$ cat src/rtl/aes_inv_cntx.sv
// Sequencing control for an iterative AES decryptor: a forward key-expansion
// phase followed by eleven decryption steps, delayed through N matched stages.
module aes_inv_cntx #(
   parameter int N = 4
) (
   input  logic       clk,
   input  logic       rstn,
   input  logic       start,
   output logic       accept,
   output logic [3:0] rndNo,
   output logic [3:0] keyNo,
   output logic       enbISR,
   output logic       enbISB,
   output logic       enbIMC,
   output logic       enbAR,
   output logic       enbKS,
   output logic       enbIKS,
   output logic       done,
   output logic [9:0] completed_round
);

   typedef enum logic {KEXP = 1'b0, DEC = 1'b1} phase_t;

   typedef struct packed {
      phase_t     phase;
      logic [3:0] cnt;
      logic       done;
   } stage_t;

   localparam stage_t RST_STAGE = '{phase: KEXP, cnt: 4'd0, done: 1'b0};

   stage_t r_stage [0:N-1];
   stage_t w_next;
   stage_t w_out;

   // Stage 0 is the sequence state; later stages only delay it so the
   // control lines line up with a pipelined datapath.
   always_ff @(posedge clk or negedge rstn) begin
      if (!rstn) begin
         for (int i = 0; i < N; i++) r_stage[i] <= RST_STAGE;
      end else if (start) begin
         r_stage[0] <= w_next;
         for (int i = 1; i < N; i++) r_stage[i] <= r_stage[i-1];
      end
   end

   always_comb begin
      w_next      = r_stage[0];
      w_next.done = 1'b0;
      case (r_stage[0].phase)
         KEXP: begin
            if (r_stage[0].cnt >= 4'd9) begin
               w_next.phase = DEC;
               w_next.cnt   = 4'd0;
            end else begin
               w_next.cnt = r_stage[0].cnt + 4'd1;
            end
         end
         DEC: begin
            if (r_stage[0].cnt >= 4'd10) begin
               w_next.phase = KEXP;
               w_next.cnt   = 4'd0;
               w_next.done  = 1'b1;
            end else begin
               w_next.cnt = r_stage[0].cnt + 4'd1;
            end
         end
         default: w_next = RST_STAGE;
      endcase
   end

   assign w_out = r_stage[N-1];

   always_comb begin
      accept          = 1'b0;
      rndNo           = 4'd0;
      keyNo           = w_out.cnt + 4'd1;
      enbISR          = 1'b0;
      enbISB          = 1'b0;
      enbIMC          = 1'b0;
      enbAR           = 1'b0;
      enbKS           = 1'b0;
      enbIKS          = 1'b0;
      done            = w_out.done;
      completed_round = 10'd0;
      if (w_out.phase == DEC) begin
         accept = (w_out.cnt == 4'd0);
         rndNo  = w_out.cnt;
         keyNo  = 4'd10 - w_out.cnt;
         enbAR  = 1'b1;
         enbISR = (w_out.cnt != 4'd0);
         enbISB = (w_out.cnt != 4'd0);
         enbIMC = (w_out.cnt != 4'd0) && (w_out.cnt <= 4'd9);
         enbIKS = (w_out.cnt <= 4'd9);
         if (w_out.cnt != 4'd0) completed_round = 10'd1 << (w_out.cnt - 4'd1);
      end else begin
         enbKS = 1'b1;
      end
   end

endmodule

$ cat config.mk
export PLATFORM = sky130hd
export DESIGN_NAME = aes_inv_cntx
export DESIGN_NICKNAME = d
export VERILOG_FILES = /design/src/rtl/aes_inv_cntx.sv
export SDC_FILE = /design/constraint.sdc
export NUM_CORES = 1
export LEC_CHECK = 0
export CAP_MARGIN = 40
export CORE_MARGIN = 8
export CORE_UTILIZATION = 57
export CTS_BUF_LIST = sky130_fd_sc_hd__clkbuf_8
export DETAILED_ROUTE_END_ITERATION = 10
export PLACE_DENSITY = 0.95
export SLEW_MARGIN = 15
export SYNTH_ARGS = -nofsm -noshare
export SYNTH_HDL_FRONTEND = slang
export SYNTH_SLANG_ARGS = --single-unit
$ cat constraint.sdc
create_clock -name clk -period 3.63 [get_ports clk]
set_input_delay 0.363 -clock clk [delete_from_list [all_inputs] [get_ports clk]]
set_output_delay 0.363 -clock clk [all_outputs]
set_load 0.005 [all_outputs]
==> summary.md <==
| Metric | Value |
|---|---|
| Outcome | `finished, final reports clean` |
| Setup crit end kind | `output pin` |
| Worst R2R Setup Slack | `1.87 ns` |
| Via density | `5.54` |
| Final setup margin | `0.787 ns` |
| Commonest non-fill, non-tap cell in the layout | `clkdlybuf4s50_1` |
| Internal power | `881 µW` |
| Inserted Clock Buffers | `3` |
| DRT Pass-1 Iters | `4` |
| Area leader, netlist | `dfrtp_1` |
| Final setup viols | `0` |
| Worst R2R Start | `r_stage[19]` |
| DR iter-0 viols | `24` |
| Overflow after GRT | `0` |
| Max-slew violations | `0` |
| Final nets | `176` |
| Clock-pin slew on the worst setup and hold paths | `0.08 ns` |
| Synth cell types | `35` |
| Clock power share | `12.7%` |
| DR vias | `1047` |
| Reg2reg end | `r_stage[21]` |
| WP data arrival | `2.48 ns` |
| Post-CTS setup buffers | `0` |
| Crit Path Category | `reg2out` |
| Worst-Margin Slew | `0.589 ns` |
| Mean Syn Cell Area | `10.7 µm²` |
| Peak VDD IR | `0.495 mV` |
| Leakage power total | `0.810 nW` |
| Wire per inst | `15.3 µm` |
| # clock sinks | `24` |
| Multi-input logic area | `723 µm²` |
| Number of diodes | `0` |
| Leading post-synthesis cells by cell area | `dfrtp_1 43%, ha_1 12%, mux2_2 11%` |
| FF/Latch Area | `601 µm²` |
| Gate power share | `50.0%` |
| Sequential-to-total area share from yosys stat | `42.6%` |
| Dpl ws | `1.07 ns` |
| Post-CTS Hold Fix Bufs | `0` |
| YS warnings | `0` |
| Die Area | `0.00432 mm²` |
| Clock Tree Buf Depth | `2` |
| Clock Tree Root | `clkbuf_8` |
| Vias in the first global route | `1073` |
| Fillcell total | `157` |
| Htree depth | `1` |
| Synth-to-layout area growth | `26.4%` |
| WL final | `2890 µm` |
| Starting Density | `58.5%` |
| Syn Nets | `148` |
| First-pass GRT wire length | `4860 µm` |
| DRC violations left | `0` |
| Layout cells sized above 1 | `17.0%` |
| GR Util All Layers | `14.4%` |
| DRT antenna net count | `0` |
| Die extent in y | `65.7 µm` |
| Hold Path Class | `in2async` |
| Final min period | `2.84 ns` |
| Clock Latency Late Sink | `0.27 ns` |
| Synth Cell Area | `0.00141 mm²` |
| Fin crit share | `78.3%` |
| Tot Pwr | `1.39 mW` |
| Synth Instances | `132` |
| DR top layer | `met4` |
| Power density cells | `780 mW/mm²` |
| Max transition margin | `60.6%` |
| Crit-path max FO | `10` |
| Flops & latches, synth | `24` |
| Port buffer count | `28` |
| Sequential Power Share | `37.4%` |
| # IOs | `29` |
| Most frequent cells in the layout | `28 x clkdlybuf4s50_1, 24 x dfrtp_1, 14 x mux2_2` |
| Die X | `65.7 µm` |
| Largest net degree at the start of global routing | `26` |
| Met1 Wirelength | `1080 µm` |
| Crit path launch type | `flop` |
| Achievable frequency | `352 MHz` |
| Setup TNS | `0 ns` |
| Hold Vio Cnt, Final | `0` |
| GP Congestion | `0.875` |
| Clk_skew | `0.00409 ns` |
| Row count | `18` |
| Max cap viols | `0` |
| Fin Hold WS | `0.465 ns` |
| HPWL Detailed | `2230 µm` |
| Net switching power figure | `508 µW` |
| Met2 WL post-DR | `1480 µm` |
| Required @ worst endpoint | `3.27 ns` |
| Initial antenna violation count | `0` |
| Core Region | `0.00241 mm²` |
| Cts repair resizes | `0` |
| RSZ-0062 raised after global routing | `false` |
| Share of the synthesized area in the top cell type | `42.6%` |
| Met3 Wirelength | `277 µm` |
| CTS tree | `built` |
| R2r worst-path depth | `5` |
| Switching share of power | `36.6%` |
power groups by stage:
stage | registers (mW) | clock network (mW) | logic (mW)
floorplan | 0.458 | 0 | 0.446
global placement | 0.504 | 0 | 0.656
detailed placement | 0.520 | 0 | 0.698
CTS | 0.517 | 0.183 | 0.703
global route | 0.538 | 0.194 | 0.772
finish | 0.519 | 0.176 | 0.694
sequential cells by signal, indices dropped and copies added, names as in the netlist:
signal,count
done,1
r_stage,23
cell usage after synthesis:
cell	number
nand2b_1	2
clkbuf_1	2
or3b_4	1
a21oi_1	2
nand4_1	1
and2_1	1
o311ai_2	1
ha_1	13
o311ai_1	1
mux2_2	14
o211ai_1	1
and3b_1	2
o22ai_1	1
nand3_1	1
dfrtp_1	24
and3_4	1
o21ai_0	10
buf_2	2
nand2_1	9
and4b_1	1
nor3b_1	4
nor2_1	7
mux2i_1	2
xnor2_1	2
xor2_1	2
nor3_1	2
and3_1	2
and2_2	2
inv_1	11
o2111ai_1	1
o21ba_2	1
buf_4	2
and3_2	1
o31ai_1	2
buf_6	1
final cells by class:
cell class,count,share of cell area [%]
inverter,11,2.32
sequential,24,33.7
clock buffer,4,3.09
timing repair buffer,30,18.1
tap,30,2.11
multi-input combinational,90,40.6
routing by layer:
layer  vias up  track usage [%]
met3         5             4.42
met4         0             7.36
met1       501             13.9
met5         -                0
li1        504                -
met2        37             26.7
how the worst max path moves through the flow:
stage          startpoint  cells after the start                 end  slack, ns
4_1_cts        r_stage[1]                      6  completed_round[0]       0.78
2_1_floorplan  r_stage[1]                      5  completed_round[0]       1.77
3_3_place_gp   r_stage[1]                      6  completed_round[0]       1.23
6_report       r_stage[1]                      6  completed_round[0]       0.79
5_1_grt        r_stage[1]                      6  completed_round[0]       0.61
3_5_place_dp   r_stage[1]                      6  completed_round[0]       1.07
metrics by stage:
stage	instances	utilization (%)	instance area (µm²)
2_1_floorplan	132	-	1410
3_3_place_gp	183	69.8	1680
3_5_place_dp	185	71.6	1730
4_1_cts	189	73.9	1780
5_1_grt	189	73.9	1780
6_report	189	73.9	1780
cells by family (layout without fill, tap and decap cells):
family,Yosys count,after routing,synth area share [%]
adders and majority gates,13,13,11.5
xor gates and xnor gates,4,4,2.49
muxes,16,16,12.6
and+or+nand+nor,37,37,15.3
AOI/OAI and AO/OA,20,20,9.41
buffers and inverters,18,45,6.04
DFF,24,24,42.6
critical path, stage by stage (launching register included):
cell	delay (ns)
dfrtp_1	0.52
inv_1	0.16
ha_1	0.27
ha_1	0.37
and3_4	0.22
and3_1	0.16
clkdlybuf4s50_1	0.50
Power figures use the tool's default switching activity.
==> RTL edit 1: new RTL, same settings <==
`N`: 4 -> 8.
--- a/src/rtl/aes_inv_cntx.sv
+++ b/src/rtl/aes_inv_cntx.sv
@@ -1,7 +1,7 @@
 // Sequencing control for an iterative AES decryptor: a forward key-expansion
 // phase followed by eleven decryption steps, delayed through N matched stages.
 module aes_inv_cntx #(
-   parameter int N = 4
+   parameter int N = 8
 ) (
    input  logic       clk,
    input  logic       rstn,
Behaviour: not the same (a bounded check fails within 10 cycles, from zero or initial values and one cycle with rstn low).
==> RTL edit 1 against the unedited design <==
Wire length rose by 36%. Area after synthesis rose by 59%. Total power up 58%. Setup slack improved by 0.025 ns. Synthesized cell count increased by 41%. Sequential cell count increased by 24. Core utilization is 4.4 points lower. Cell area grew 52%. Critical endpoint is now completed_round[1]. Largest cell class is now registers.
==> RTL edit 1: results (changes against the unedited design) <==
| Metric | Value |
|---|---|
| First DRT Iteration DRCs | `53 (was 24)` |
| Met3 routing resource usage after global routing | `4.176% (was 4.422%)` |
| Synth Net Count | `202 (was 148)` |
| Pin count of the biggest net entering global routing | `33 (was 26)` |
| Reg2reg start | `r_stage[43]$_DFFE_PN0P_ (was r_stage[19]$_DFFE_PN0P_)` |
| Multi-input combinational cell count | `119 (was 90)` |
| Biggest area contributors in the synthesized netlist | `dfrtp_1 54%, mux2_2 19%, ha_1 7.3% (was dfrtp_1 43%, ha_1 12%, mux2_2 11%)` |
| Largest fanout on the critical path | `8 (was 10)` |
| Met2 capacity usage during global routing | `21.79% (was 26.67%)` |
| Leakage Power | `1.229 nW (was 0.8097 nW)` |
| Critical path's slowest cell | `clkdlybuf4s50_1 (was dfrtp_1)` |
| Via total after detailed routing | `1439 (was 1047)` |
| Critical path capture point | `completed_round[1] (was completed_round[0])` |
| Largest stage delay on the critical path | `0.50 ns (was 0.52 ns)` |
| Combinational fraction of design power | `38.8% (was 50.0%)` |
| Switching share of power | `32.49% (was 36.59%)` |
| Fraction of area in multi-input gates | `35.58% (was 40.62%)` |
| Register area share after synthesis | `53.57% (was 42.63%)` |
| Flip-flop and latch count after synthesis | `48 (was 24)` |
| Cts bufs inserted | `5 (was 3)` |
| Layout buffering overhead excluding clock cells | `11.78% (was 18.13%)` |
| Worst Clk Skew | `0.006383 ns (was 0.004089 ns)` |
| Number of fill cells in the layout | `282 (was 157)` |
| Metal-1 WL | `1693 um (was 1079 um)` |
| Met3 Routed Length | `273 um (was 277 um)` |
| Distinct cells, synth | `32 (was 35)` |
| VDD IR max | `0.4761 mV (was 0.4953 mV)` |
| Reg2Reg Setup Slack | `2.01 ns (was 1.87 ns)` |
| Critical path arrival | `2.46 ns (was 2.48 ns)` |
| Result of the run | `finished, final reports clean (unchanged)` |
| GR met1 Demand/Resource | `15.15% (was 13.95%)` |
| Total routed wirelength | `3938 um (was 2893 um)` |
| Power density of the placed cells | `813.7 nW/um2 (was 779.9 nW/um2)` |
| Sequential portion of the cell area | `44.53% (was 33.73%)` |
| Later-pin clock latency in the skew report | `0.30 ns (was 0.27 ns)` |
| Area fraction of clock buffers and clock inverters | `4.267% (was 3.092%)` |
| Most frequent cells after synthesis | `48 x dfrtp_1, 37 x mux2_2, 15 x nand2_1 (was 24 x dfrtp_1, 14 x mux2_2, 13 x ha_1)` |
| DR WL met2 | `1906 um (was 1478 um)` |
| All-Layer GR Usage | `13.06% (was 14.41%)` |
| Terminus of the critical flop-to-flop path | `r_stage[42]$_DFFE_PN0P_ (was r_stage[21]$_DFFE_PN0P_)` |
-- RTL edit 1: cell families (layout without fill, tap and decap cells) --
logic type | Yosys count | after routing | share of synthesized area, %
XOR/XNOR | 4 | 4 | 1.563
buffers and inverters | 19 | 49 | 3.627
AO/OA/AOI/OAI | 18 | 18 | 4.464
multiplexers | 37 | 37 | 18.58
flip-flops | 48 | 48 | 53.57
AND/OR/NAND/NOR | 47 | 47 | 10.94
adder cells (fa/ha/maj) | 13 | 13 | 7.255
-- RTL edit 1: stage by stage --
stage | instance area (um2) | cells | worst slack, ns | hold slack (ns)
floorplan | 2242 | 186 | 1.787 | 0.06741
global placement | 2535 | 256 | 1.257 | 0.4610
detailed placement | 2582 | 258 | 1.148 | 0.3515
CTS | 2698 | 266 | 0.8074 | 0.01865
global route | 2698 | 266 | 0.6709 | 0.03737
finish | 2698 | 266 | 0.8118 | 0.01227
==> RTL edit 2: new RTL, config.mk and constraints unchanged <==
Without the edit above. Add an input register stage for `start`, with the module's reset; this delays it by one clock.
--- a/src/rtl/aes_inv_cntx.sv
+++ b/src/rtl/aes_inv_cntx.sv
@@ -29,6 +29,16 @@
 
    localparam stage_t RST_STAGE = '{phase: KEXP, cnt: 4'd0, done: 1'b0};
 
+   logic start_q;
+
+   always_ff @(posedge clk or negedge rstn) begin
+      if (!rstn) begin
+         start_q <= '0;
+      end else begin
+         start_q <= start;
+      end
+   end
+
    stage_t r_stage [0:N-1];
    stage_t w_next;
    stage_t w_out;
@@ -38,7 +48,7 @@
    always_ff @(posedge clk or negedge rstn) begin
       if (!rstn) begin
          for (int i = 0; i < N; i++) r_stage[i] <= RST_STAGE;
-      end else if (start) begin
+      end else if (start_q) begin
          r_stage[0] <= w_next;
          for (int i = 1; i < N; i++) r_stage[i] <= r_stage[i-1];
       end
Check against the original RTL: not equivalent (a bounded check fails within 10 cycles, from zero or initial values and one cycle with rstn low).
==> RTL edit 2 against the unedited design <==
Wire length grew 11%. Area after synthesis rose by 3.8%. Setup slack improved by 0.030 ns. Count of clock-buffer cells in the layout is 1 lower. Total power up 4.9%. Cell area rose by 2.5%. Sequential cell count up 1. Die area up 2.9%. Critical path type unchanged. Critical endpoint is now completed_round[4].
==> RTL edit 2: results (changes against the unedited design) <==
| Metric | Value |
|---|---|
| Global-route wire length before repair | `5161 um (was 4857 um)` |
| GR met1 Demand/Resource | `16.00% (was 13.95%)` |
| Result of the run | `finished, final reports clean (unchanged)` |
| Fraction of area in multi-input gates | `41.15% (was 40.62%)` |
| Worst Clk Skew | `0.002377 ns (was 0.004089 ns)` |
| Fraction of final layout cells sized beyond drive strength 1 | `15.53% (was 16.98%)` |
| Reg2Reg Setup Slack | `1.96 ns (was 1.87 ns)` |
| All-Layer GR Usage | `14.85% (was 14.41%)` |
| DR WL met2 | `1780 um (was 1478 um)` |
| Layout buffering overhead excluding clock cells | `17.70% (was 18.13%)` |
| Register area share after synthesis | `42.77% (was 42.63%)` |
| Sequential power share | `39.3% (was 37.4%)` |
| Switching share of power | `38.65% (was 36.59%)` |
| Final worst hold slack | `0.4444 ns (was 0.4652 ns)` |
| Met3 Routed Length | `139 um (was 277 um)` |
| Power density of the placed cells | `798.6 nW/um2 (was 779.9 nW/um2)` |
| Via total after detailed routing | `1063 (was 1047)` |
| Clock buffer cells | `3 (was 4)` |
| Met3 routing resource usage after global routing | `2.852% (was 4.422%)` |
| Distinct cells, synth | `36 (was 35)` |
| Most frequent cells after synthesis | `25 x dfrtp_1, 13 x ha_1, 13 x mux2_2 (was 24 x dfrtp_1, 14 x mux2_2, 13 x ha_1)` |
| Metal-1 WL | `1282 um (was 1079 um)` |
| Routed wirelength normalized by instance count | `16.87 um (was 15.31 um)` |
| Largest stage delay on the critical path | `0.58 ns (was 0.52 ns)` |
| Nets | `178 (was 176)` |
| Sequential portion of the cell area | `34.29% (was 33.73%)` |
| Met2 capacity usage during global routing | `28.91% (was 26.67%)` |
| Synth Net Count | `150 (was 148)` |
| First DRT Iteration DRCs | `46 (was 24)` |
| Final estimated routing congestion in global placement | `0.8799 (was 0.8746)` |
| Number of fill cells in the layout | `155 (was 157)` |
| Multi-input combinational cell count | `91 (was 90)` |
| Final sequential cell count | `25 (was 24)` |
| Critical path arrival | `2.45 ns (was 2.48 ns)` |
| Critical path capture point | `completed_round[4] (was completed_round[0])` |
| Worst Tran Pin Value | `0.5332 ns (was 0.5889 ns)` |
## RTL edit 2: cell families (layout without fill, tap and decap cells)
group,count (synthesis),count (layout),synth area share (%)
XOR/XNOR,3,3,1.797
flip-flops,25,25,42.77
adder cells (fa/ha/maj),13,13,11.12
AND/OR/NAND/NOR,37,37,14.03
multiplexers,13,13,10.01
AO/OA/AOI/OAI,25,25,14.37
buffers and inverters,18,45,5.902
## RTL edit 2: stage by stage
step                      cell area [um2]  setup WS [ns]  cells  util, %
final                                1824         0.8170    191    74.31
after global routing                 1824         0.7153    191    74.31
after CTS                            1824         0.8063    191    74.31
after detailed placement             1778          1.111    187    72.43
after global placement               1735          1.241    185    70.69
after floorplan                      1463          1.796    134        -
## RTL edit 2: worst reg2reg max path, stage by stage, from the launching register on
cell,delay (ns)
dfrtp_1,0.49
inv_1,0.13
ha_1,0.24
o311ai_4,0.37
o221ai_1,0.23
o21ai_0,0.13
